$ cat src/rtl/cell_redraw_seq_if.sv
// Painter handshake bundle: the sequencer starts one box at a time, and the painter
// answers with busy and a one-cycle done.
interface cell_redraw_seq_if #(
  parameter int XW = 10,
  parameter int YW = 9,
  parameter int CW = 9
);
  logic          kick;
  logic [XW-1:0] x0;
  logic [YW-1:0] y0;
  logic [CW-1:0] paint_color;
  logic          busy;
  logic          done;

  modport master (output kick, x0, y0, paint_color, input busy, done);
  modport slave  (input kick, x0, y0, paint_color, output busy, done);
endinterface

$ cat src/rtl/cell_redraw_seq.sv
// Playfield display sequencer: full-field clear plus erase-old/draw-new redraws of the
// active piece, issued one box at a time to the painter.
module cell_redraw_seq #(
  parameter int COLS     = 10,
  parameter int ROWS     = 20,
  parameter int CXW      = 4,
  parameter int CYW      = 5,
  parameter int CELL_W   = 64,
  parameter int CELL_H   = 24,
  parameter int NCELLS   = 4,
  parameter int XW       = 10,
  parameter int YW       = 9,
  parameter int CW       = 9,
  parameter int BG_COLOR = 0
) (
  input  logic                   CLOCK_50,
  input  logic                   resetn,
  input  logic                   clear_req,
  input  logic                   redraw_req,
  input  logic [NCELLS*CXW-1:0]  cur_x,
  input  logic [NCELLS*CYW-1:0]  cur_y,
  input  logic [CW-1:0]          cur_color,
  cell_redraw_seq_if.master      pnt,
  output logic                   seq_busy,
  output logic                   frame_done
);
  typedef enum logic [2:0] {
    IDLE, CLR_ISSUE, CLR_WAIT, ERS_ISSUE, ERS_WAIT, DRW_ISSUE, DRW_WAIT
  } state_t;

  localparam int KW = (NCELLS > 1) ? $clog2(NCELLS) : 1;

  state_t                state, state_n;
  logic [CXW-1:0]        cx, cx_n;
  logic [CYW-1:0]        cy, cy_n;
  logic [KW-1:0]         k, k_n;
  logic [NCELLS*CXW-1:0] new_x, new_x_n, prev_x, prev_x_n;
  logic [NCELLS*CYW-1:0] new_y, new_y_n, prev_y, prev_y_n;
  logic [CW-1:0]         new_color, new_color_n;
  logic                  prev_valid, prev_valid_n, clr_pend, clr_pend_n, draw_pend, draw_pend_n;
  logic                  kick, kick_n, frame_done_n;
  logic [XW-1:0]         x0, x0_n;
  logic [YW-1:0]         y0, y0_n;
  logic [CW-1:0]         color, color_n;
  logic [CXW-1:0]        ers_cx, drw_cx;
  logic [CYW-1:0]        ers_cy, drw_cy;
  logic                  ers_skip, drw_skip, last_cell, boundary, fin, redraw_fin;

  always_comb begin
    ers_cx    = prev_x[k*CXW +: CXW];
    ers_cy    = prev_y[k*CYW +: CYW];
    drw_cx    = new_x[k*CXW +: CXW];
    drw_cy    = new_y[k*CYW +: CYW];
    last_cell = (int'(k) == NCELLS - 1);
    drw_skip  = (int'(drw_cx) >= COLS) || (int'(drw_cy) >= ROWS);
    ers_skip  = !prev_valid || (int'(ers_cx) >= COLS) || (int'(ers_cy) >= ROWS);
    // An old cell still covered by the new piece would be repainted anyway, so skip its erase.
    for (int unsigned j = 0; j < NCELLS; j++)
      if (ers_cx == new_x[j*CXW +: CXW] && ers_cy == new_y[j*CYW +: CYW]) ers_skip = 1'b1;
  end

  always_comb begin
    state_n      = state;
    cx_n         = cx;
    cy_n         = cy;
    k_n          = k;
    new_x_n      = new_x;
    new_y_n      = new_y;
    new_color_n  = new_color;
    prev_x_n     = prev_x;
    prev_y_n     = prev_y;
    prev_valid_n = prev_valid;
    clr_pend_n   = clr_pend | clear_req;
    draw_pend_n  = draw_pend | redraw_req;
    kick_n       = 1'b0;
    x0_n         = x0;
    y0_n         = y0;
    color_n      = color;
    frame_done_n = 1'b0;
    boundary     = 1'b0;
    fin          = 1'b0;
    redraw_fin   = 1'b0;

    case (state)
      IDLE: fin = 1'b1;
      CLR_ISSUE: if (!pnt.busy) begin
        kick_n  = 1'b1;
        x0_n    = XW'(int'(cx) * CELL_W);
        y0_n    = YW'(int'(cy) * CELL_H);
        color_n = CW'(BG_COLOR);
        state_n = CLR_WAIT;
      end
      CLR_WAIT: if (pnt.done) begin
        boundary = 1'b1;
        state_n  = CLR_ISSUE;
        if (int'(cx) == COLS - 1) begin
          cx_n = '0;
          if (int'(cy) == ROWS - 1) begin
            cy_n         = '0;
            prev_valid_n = 1'b0;
            frame_done_n = 1'b1;
            fin          = 1'b1;
          end else begin
            cy_n = cy + CYW'(1);
          end
        end else begin
          cx_n = cx + CXW'(1);
        end
      end
      ERS_ISSUE: if (ers_skip) begin
        k_n = last_cell ? '0 : k + KW'(1);
        if (last_cell) state_n = DRW_ISSUE;
      end else if (!pnt.busy) begin
        kick_n  = 1'b1;
        x0_n    = XW'(int'(ers_cx) * CELL_W);
        y0_n    = YW'(int'(ers_cy) * CELL_H);
        color_n = CW'(BG_COLOR);
        state_n = ERS_WAIT;
      end
      ERS_WAIT: if (pnt.done) begin
        boundary = 1'b1;
        k_n      = last_cell ? '0 : k + KW'(1);
        state_n  = last_cell ? DRW_ISSUE : ERS_ISSUE;
      end
      DRW_ISSUE: if (drw_skip) begin
        if (last_cell) redraw_fin = 1'b1;
        else k_n = k + KW'(1);
      end else if (!pnt.busy) begin
        kick_n  = 1'b1;
        x0_n    = XW'(int'(drw_cx) * CELL_W);
        y0_n    = YW'(int'(drw_cy) * CELL_H);
        color_n = new_color;
        state_n = DRW_WAIT;
      end
      DRW_WAIT: if (pnt.done) begin
        boundary = 1'b1;
        if (last_cell) redraw_fin = 1'b1;
        else begin
          k_n     = k + KW'(1);
          state_n = DRW_ISSUE;
        end
      end
      default: state_n = IDLE;
    endcase

    if (redraw_fin) begin
      prev_x_n     = new_x;
      prev_y_n     = new_y;
      prev_valid_n = 1'b1;
      frame_done_n = 1'b1;
      fin          = 1'b1;
    end
    if (fin) state_n = IDLE;

    // Pending clear preempts anything at a box boundary; a pending redraw waits for sequence end.
    if (boundary || fin) begin
      if (clr_pend) begin
        state_n    = CLR_ISSUE;
        cx_n       = '0;
        cy_n       = '0;
        clr_pend_n = clear_req;
      end else if (fin && (draw_pend || redraw_req)) begin
        state_n     = ERS_ISSUE;
        k_n         = '0;
        new_x_n     = cur_x;
        new_y_n     = cur_y;
        new_color_n = cur_color;
        draw_pend_n = 1'b0;
      end
    end
  end

  always_ff @(posedge CLOCK_50 or negedge resetn) begin
    if (!resetn) begin
      state      <= CLR_ISSUE;
      cx         <= '0;
      cy         <= '0;
      k          <= '0;
      new_x      <= '0;
      new_y      <= '0;
      new_color  <= '0;
      prev_x     <= '0;
      prev_y     <= '0;
      prev_valid <= 1'b0;
      clr_pend   <= 1'b0;
      draw_pend  <= 1'b1;
      kick       <= 1'b0;
      x0         <= '0;
      y0         <= '0;
      color      <= '0;
      frame_done <= 1'b0;
      seq_busy   <= 1'b0;
    end else begin
      state      <= state_n;
      cx         <= cx_n;
      cy         <= cy_n;
      k          <= k_n;
      new_x      <= new_x_n;
      new_y      <= new_y_n;
      new_color  <= new_color_n;
      prev_x     <= prev_x_n;
      prev_y     <= prev_y_n;
      prev_valid <= prev_valid_n;
      clr_pend   <= clr_pend_n;
      draw_pend  <= draw_pend_n;
      kick       <= kick_n;
      x0         <= x0_n;
      y0         <= y0_n;
      color      <= color_n;
      frame_done <= frame_done_n;
      seq_busy   <= (state_n != IDLE);
    end
  end

  assign pnt.kick        = kick;
  assign pnt.x0          = x0;
  assign pnt.y0          = y0;
  assign pnt.paint_color = color;
endmodule

$ cat src/flat_wrapper.sv
// flat-port wrapper written by rule: the top's interface ports become plain ports
module cell_redraw_seq_flat 
#(
  parameter int COLS     = 10,
  parameter int ROWS     = 20,
  parameter int CXW      = 4,
  parameter int CYW      = 5,
  parameter int CELL_W   = 64,
  parameter int CELL_H   = 24,
  parameter int NCELLS   = 4,
  parameter int XW       = 10,
  parameter int YW       = 9,
  parameter int CW       = 9,
  parameter int BG_COLOR = 0
)
  (CLOCK_50, resetn, clear_req, redraw_req, cur_x, cur_y, cur_color, seq_busy, frame_done, pnt_kick, pnt_x0, pnt_y0, pnt_paint_color, pnt_busy, pnt_done);
  cell_redraw_seq_if #(.XW(XW), .YW(YW), .CW(CW)) pnt_i ();
  input  logic CLOCK_50;
  input  logic resetn;
  input  logic clear_req;
  input  logic redraw_req;
  input  logic [NCELLS*CXW-1:0] cur_x;
  input  logic [NCELLS*CYW-1:0] cur_y;
  input  logic [CW-1:0] cur_color;
  output logic seq_busy;
  output logic frame_done;
  output wire logic [$bits(pnt_i.kick)-1:0] pnt_kick;
  output wire logic [$bits(pnt_i.x0)-1:0] pnt_x0;
  output wire logic [$bits(pnt_i.y0)-1:0] pnt_y0;
  output wire logic [$bits(pnt_i.paint_color)-1:0] pnt_paint_color;
  input wire logic [$bits(pnt_i.busy)-1:0] pnt_busy;
  input wire logic [$bits(pnt_i.done)-1:0] pnt_done;
  assign pnt_kick = pnt_i.kick;
  assign pnt_x0 = pnt_i.x0;
  assign pnt_y0 = pnt_i.y0;
  assign pnt_paint_color = pnt_i.paint_color;
  assign pnt_i.busy = pnt_busy;
  assign pnt_i.done = pnt_done;
  cell_redraw_seq #(.COLS(COLS), .ROWS(ROWS), .CXW(CXW), .CYW(CYW), .CELL_W(CELL_W), .CELL_H(CELL_H), .NCELLS(NCELLS), .XW(XW), .YW(YW), .CW(CW), .BG_COLOR(BG_COLOR)) u_core (.CLOCK_50(CLOCK_50), .resetn(resetn), .clear_req(clear_req), .redraw_req(redraw_req), .cur_x(cur_x), .cur_y(cur_y), .cur_color(cur_color), .pnt(pnt_i), .seq_busy(seq_busy), .frame_done(frame_done));
endmodule
$ cat config.mk
export PLATFORM = sky130hd
export DESIGN_NAME = cell_redraw_seq_flat
export DESIGN_NICKNAME = d
export VERILOG_FILES = /design/src/rtl/cell_redraw_seq_if.sv /design/src/rtl/cell_redraw_seq.sv /design/src/flat_wrapper.sv
export SDC_FILE = /design/constraint.sdc
export NUM_CORES = 1
export LEC_CHECK = 0
export ABC_AREA = 1
export BUFFER_PORTS_ARGS = -buffer_cell sky130_fd_sc_hd__buf_4
export CORE_UTILIZATION = 44
export DETAILED_ROUTE_END_ITERATION = 10
export GPL_ROUTABILITY_DRIVEN = 1
export PLACE_DENSITY_LB_ADDON = 0.15
export SYNTH_ARGS = -nofsm -noshare
export SYNTH_HDL_FRONTEND = slang
export SYNTH_SLANG_ARGS = --single-unit
$ cat constraint.sdc
create_clock -name CLOCK_50 -period 5.6 [get_ports CLOCK_50]
set_input_delay 0.56 -clock CLOCK_50 [delete_from_list [all_inputs] [get_ports CLOCK_50]]
set_output_delay 0.56 -clock CLOCK_50 [all_outputs]
set_load 0.03 [all_outputs]
**Word level (Yosys, flattened, before mapping)**

Index checks and enable logic that the tools add are counted.

- $add $sub $neg: 3
- Multipliers: 4
- $lt $le $gt $ge: 4
- Equal/unequal tests: 22
- Shifts and indexed selects: 4
- Muxes and demuxes: 85
- Bitwise logic cells: 3
- Reductions and logical operators: 23

Operators with widths:

| cell | number |
|---|---|
| 9-bit two-way mux | 9 |
| 9-bit case mux with 3 select lines | 2 |
| 10-bit two-way mux | 5 |
| 3-bit two-way mux | 15 |
| 20-bit by 6-bit indexed part select with 5-bit output | 2 |
| 16-bit by 5-bit indexed part select with 4-bit output | 2 |
| 5-bit two-way mux | 6 |
| 10-bit case mux with 3 select lines | 1 |
| 1-bit two-way mux | 28 |
| 3-bit case mux with 7 select lines | 1 |
| 5-bit equality test | 4 |
| 4-bit two-way mux | 5 |
| 5-bit by 2-bit multiplier with 6-bit output (second input constant) | 3 |
| 2-bit two-way mux | 9 |
| 4-bit equality test | 4 |
| 5-bit greater-or-equal comparator (second input constant) | 2 |
| 2-bit inequality test (second input constant) | 5 |
| 3-bit equality test (second input constant) | 3 |
| 4-bit greater-or-equal comparator (second input constant) | 2 |
| 2-bit case mux with 4 select lines | 1 |
| 4-bit AND reduction | 2 |
| 2-bit nonzero test | 4 |
| 3-bit by 2-bit equality test with 1-bit output (second input constant) | 2 |
| 6-bit AND reduction | 1 |
| other kinds (19) | 30 |

- Flip-flop bits (word level): 129
- Input bits: 51
- Output and inout port bits: 31
- Word-level logic and storage cells: 166

**Longest topological paths before layout**

- Depth in word-level cells: 15
- Depth in mapped cells: 25
- Gate-level depth less buffers: 21

**Least setup slack after synthesis**

Ideal clock, no wire load.

- Path type: flip-flop to flip-flop
- Start point: register u_core.k[0]
- End point: register u_core.new_y[14]
- Library setup time: 0.118 ns
- Arrival time: 2.872 ns
- Required time: 5.482 ns
- Path slack: 2.610 ns
- Cell stages (with the launch flop): 23
- Path buffers: 6
- Clock period less this slack: 2.990 ns
- Path through: dfrtp_1 > buf_6 > buf_4 > buf_2 > clkbuf_1 > nand2_1 > a32oi_1 > inv_1 > ha_1 > nand2_1 > nor2_1 > nor2_4 > nand2_4 > nand2_4 > o21ai_2 > nand2_2 > nand2_2 > o21ai_2 > nor2_4 > buf_6 > buf_8 > nand2_1 > o21ai_2

- Word-level cells in the longest chain between the ends: 9
- Elaborated cells on any way between the ends: 15
- Those cells by class: 1 x mul; 2 x order compare; 1 x eq/ne; 2 x shift; 5 x mux; 4 x reduce/logical

Ends and longest elaborated chain:

| item | line | source |
|---|---|---|
| from (decl) | cell_redraw_seq.sv:36 | `logic [KW-1:0] k, k_n;` |
| from (signal assigned) | cell_redraw_seq.sv:197 | `k <= k_n;` |
| 2-bit by 3-bit multiplier with 5-bit output | cell_redraw_seq.sv:53 | `drw_cy = new_y[k*CYW +: CYW];` |
| 20-bit by 6-bit indexed part select with 5-bit output | cell_redraw_seq.sv:53 |  |
| 5-bit greater-or-equal comparator | cell_redraw_seq.sv:55 | `drw_skip = (int'(drw_cx) >= COLS) \|\| (int'(drw_cy) >= ROWS);` |
| 1-bit logical OR | cell_redraw_seq.sv:55 |  |
| 1-bit two-way mux | cell_redraw_seq.sv:125 | `DRW_ISSUE: if (drw_skip) begin` |
| 1-bit case mux with 2 select lines * | cell_redraw_seq.sv:84 | `case (state)` |
| 1-bit two-way mux * | cell_redraw_seq.sv:146 | `if (redraw_fin) begin` |
| 1-bit logical AND / 1-bit logical OR (equally long branches) | cell_redraw_seq.sv:162, cell_redraw_seq.sv:156 |  |
| 3-bit AND reduction (no line) * | -- |  |
| to (signal assigned) | cell_redraw_seq.sv:199 | `new_y <= new_y_n;` |
| to (decl) | cell_redraw_seq.sv:38 | `logic [NCELLS*CYW-1:0] new_y, new_y_n, prev_y, prev_y_n;` |

Mark *: on every way between the ends. The rest lies on a longest branch, timed or not.
A chain may end at the register's enable or synchronous reset.

**Worst setup path after layout**

- Start point: register u_core.k[0]
- End point: register u_core.new_x[5]

- Word-level cells in the longest chain between the ends: 9
- Elaborated cells on any way between the ends: 15
- Those cells by class: 1 x mul; 2 x order compare; 1 x eq/ne; 2 x shift; 5 x mux; 4 x reduce/logical

Ends and longest elaborated chain:

| item | line | source |
|---|---|---|
| 2-bit by 3-bit multiplier with 5-bit output | cell_redraw_seq.sv:53 |  |
| 20-bit by 6-bit indexed part select with 5-bit output | cell_redraw_seq.sv:53 |  |
| 5-bit greater-or-equal comparator | cell_redraw_seq.sv:55 |  |
| 1-bit logical OR | cell_redraw_seq.sv:55 |  |
| 1-bit two-way mux | cell_redraw_seq.sv:125 |  |
| 1-bit case mux with 2 select lines * | cell_redraw_seq.sv:84 |  |
| 1-bit two-way mux * | cell_redraw_seq.sv:146 |  |
| 1-bit logical AND / 1-bit logical OR (equally long branches) | cell_redraw_seq.sv:162, cell_redraw_seq.sv:156 |  |
| 3-bit AND reduction (no line) * | -- |  |
| to (signal assigned) | cell_redraw_seq.sv:198 | `new_x <= new_x_n;` |
| to (decl) | cell_redraw_seq.sv:37 | `logic [NCELLS*CXW-1:0] new_x, new_x_n, prev_x, prev_x_n;` |

Marks and branches as above.

==> metrics.txt <==
post-cts gate resize count 0; Final min period 4060 ps; wirelength, routed around 18,000 um; nets about 1,000; yosys warns 0; Worst-Skew Late Latency about 420 ps; Worst path max stage delay ~900 ps; clock tree from TritonCTS yes; ratio of cells with drive above 1 in the final layout slightly above 20%; Remaining DRCs 0; Max Cap Violations 0; kind of critical path reg -> reg; Placed Cells incl. Taps approximately 1,200; Leak approximately 0.004 uW; CP startpoint kind flop; top cells by count, synth nand2_1, dfrtp_1, inv_1; # rows 46; Worst Setup SP u_core.k[0]; ys async rst share 100%; Cell Chain, Critical Path buf_4 > nor2_1 > inv_1 > a32oi_1 > inv_1 > ha_1 > nand2_1 > nor2_1 > nor2_4 > nand2_4 > nand2_4 > o21ai_2 > nand2_2 > nand2_2 > o21ai_2 > nor2_4 > buf_4 > nand2_1 > o21ai_2; CTS Buf Count 17; DRC marker count from the first detailed-route iteration between 300 and 400; hold crit path type in -> async; Final Cycle Share ~73%; unrepaired setup endpoints after global routing false; Worst path slowest cell dfrtp_1; vias in the first global route approximately 5,700; largest area contributor in the netlist dfrtp_1; measured slew at the worst slew-check pin 879 ps; fin. max-slew vios 0; Layout area overhead 15.6%; total number of vias about 6,100; CP Max Fanout 34; # diodes 0; R2R depth 19; Layout Cells excl Fill 1,199; drt via density a little over 5; per-cell routed wire length between 10 and 15 um; most common cell in the netlist nand2_1; hold-fix buffers at CTS 0; DRT antenna net count 0; RR Startpoint u_core.k[0]; most common flop cell mapped by yosys dfrtp_1; die width 130 um; clock tree buffer depth 2; root buffer cell clkbuf_16; HPWL Detailed roughly 13,000 um; syn_area_per_cell 7.95 um^2; Area contributors post-synth dfrtp_1, nand2_1, inv_1; total track usage a little under a quarter; most numerous cell on the critical path o21ai_2; sequential fraction of the synthesis area between 40 and 50%; status completed; Setup Skew 13.0 ps; Core ar. between 0.015 and 0.02 mm^2; Post-synth EDFFs 0; Die H 130 um; Critical R2R Capture u_core.new_x[5]; post-synth top area share approximately two fifths; Final Wtd Congestion around 0.89; crit-path leading delay family simple AND/OR/NAND/NOR gates; worst endpoint required time slightly below 6000 ps; grt ovf 0; post-synthesis instance total 911; crit path buf inv count 4; Rel. slew slack between 40% and 50%; PD cells roughly 560 mW/mm^2; First-pass DRT Iterations 6; Crit. End Element flop; FF-to-FF setup slack ~1500 ps; htree depth 4; Setup violations, final 0; IO Port Bufs 72; #FFs+latches synth 120; CP arrival approximately 4400 ps; setup TNS 0 ps; Clock transition at path regs about 60 ps; Synth cell types between 40 and 50; die area ~0.017 mm^2; clock sink total 120; IR drop worst, VDD between 0.3 and 0.4 mV; I/O Pins 82; f_max 246 MHz; hold slack ~250 ps; Synth Cell Area ~0.0072 mm^2; # Post-CTS Setup Buffers 0; starting density of the core between 40% and 50%; Hold Vio Cnt, Final 0; initial antenna violation count 0; first-pass GRT wire length 29,100 um; largest net degree at the start of global routing 69
final cells by class:
| type | instances | area (um^2) |
|---|---|---|
| fillers | 1609 | 7630 |
| multi-input cells | 645 | 3510 |
| flip-flops and latches | 120 | 3010 |
| repair buffers | 79 | 606 |
| clock buffers | 21 | 460 |
| inverters | 108 | 408 |
| well taps | 216 | 270 |
| clock inverters | 10 | 119 |
worst register-to-register path, cell delays in order (launching register included):
cell     delay, ps
dfrtp_1        920
buf_4          420
nor2_1          90
inv_1           60
a32oi_1        170
inv_1          120
ha_1           140
nand2_1         50
nor2_1         170
nor2_4          60
nand2_4        110
nand2_4         70
o21ai_2         70
nand2_2        330
nand2_2        220
o21ai_2        100
nor2_4         230
buf_4          430
nand2_1        140
o21ai_2         80
state kept, by name, summed over array words and instances (netlist names):
name,flops
u_core.clr_pend,1
u_core.pnt.y0,6
u_core.pnt.kick,1
u_core.pnt.paint_color,9
u_core.cx,4
u_core.k,2
u_core.prev_valid,1
u_core.prev_y,20
u_core.frame_done,1
u_core.cy,5
u_core.seq_busy,1
u_core.pnt.x0,4
u_core.new_x,16
u_core.state,3
u_core.prev_x,16
u_core.new_color,9
u_core.draw_pend,1
u_core.new_y,20
logic make-up after synthesis:
group / Yosys count / synth area share, %
and+or+nand+nor: 408 / 24.7
AOI/OAI and AO/OA: 185 / 16.4
buffers and inverters: 154 / 10.6
DFF: 120 / 41.5
adders and majority gates: 25 / 4.63
xor gates and xnor gates: 18 / 2.18
other: 1 / 0.0518
routing by layer:
metal  wire (um)  share of wire, %  global-route usage (%)
met1        8510                47                    30.6
met2        8350                47                    36.3
met3         781               4.4                    4.14
met4         282               1.6                    7.46
met5           0                 0                       0
metrics by stage:
step	util, %	area, um^2	total power (uW)	setup WS [ps]
floorplan	-	7280	3080	2610
global placement	48.7	7790	3600	1690
detailed placement	48.7	7790	3630	1540
CTS	52.3	8370	4730	1530
global route	52.3	8370	5080	1190
finish	52.3	8370	4710	1540
worst max path at each step:
stage                  endpoint  slack (ps)  cells after the start
2_1_floorplan  u_core.new_y[14]        2610                     22
3_3_place_gp    u_core.new_x[2]        1690                     19
3_5_place_dp    u_core.new_x[5]        1540                     19
4_1_cts         u_core.new_x[5]        1530                     19
5_1_grt         u_core.new_x[2]        1190                     19
6_report        u_core.new_x[5]        1540                     19
cell usage in the layout (no fill, tap or decap), types with 4 or more instances in the layout:
cell type	synthesis	routed
a21oi_1	36	36
buf_4	14	78
clkbuf_16	0	17
conb_1	1	9
dfrtp_1	118	118
ha_1	22	22
inv_1	100	100
inv_2	6	6
nand2_1	250	250
nand2_2	19	19
nand2_4	6	6
nand3_1	68	68
nor2_1	48	48
nor3_1	4	4
o21ai_0	56	56
o21ai_1	16	16
o21ai_2	42	42
o22ai_1	7	7
o31ai_1	7	7
xor2_1	16	16
where the power goes:
group / total, uW / switching, uW / internal, uW
Combinational: 2260 / 1480 / 772
Sequential: 1360 / 214 / 1150
Clock: 1090 / 411 / 677
Total: 4710 / 2110 / 2600
(Power assumes the default switching activity.)
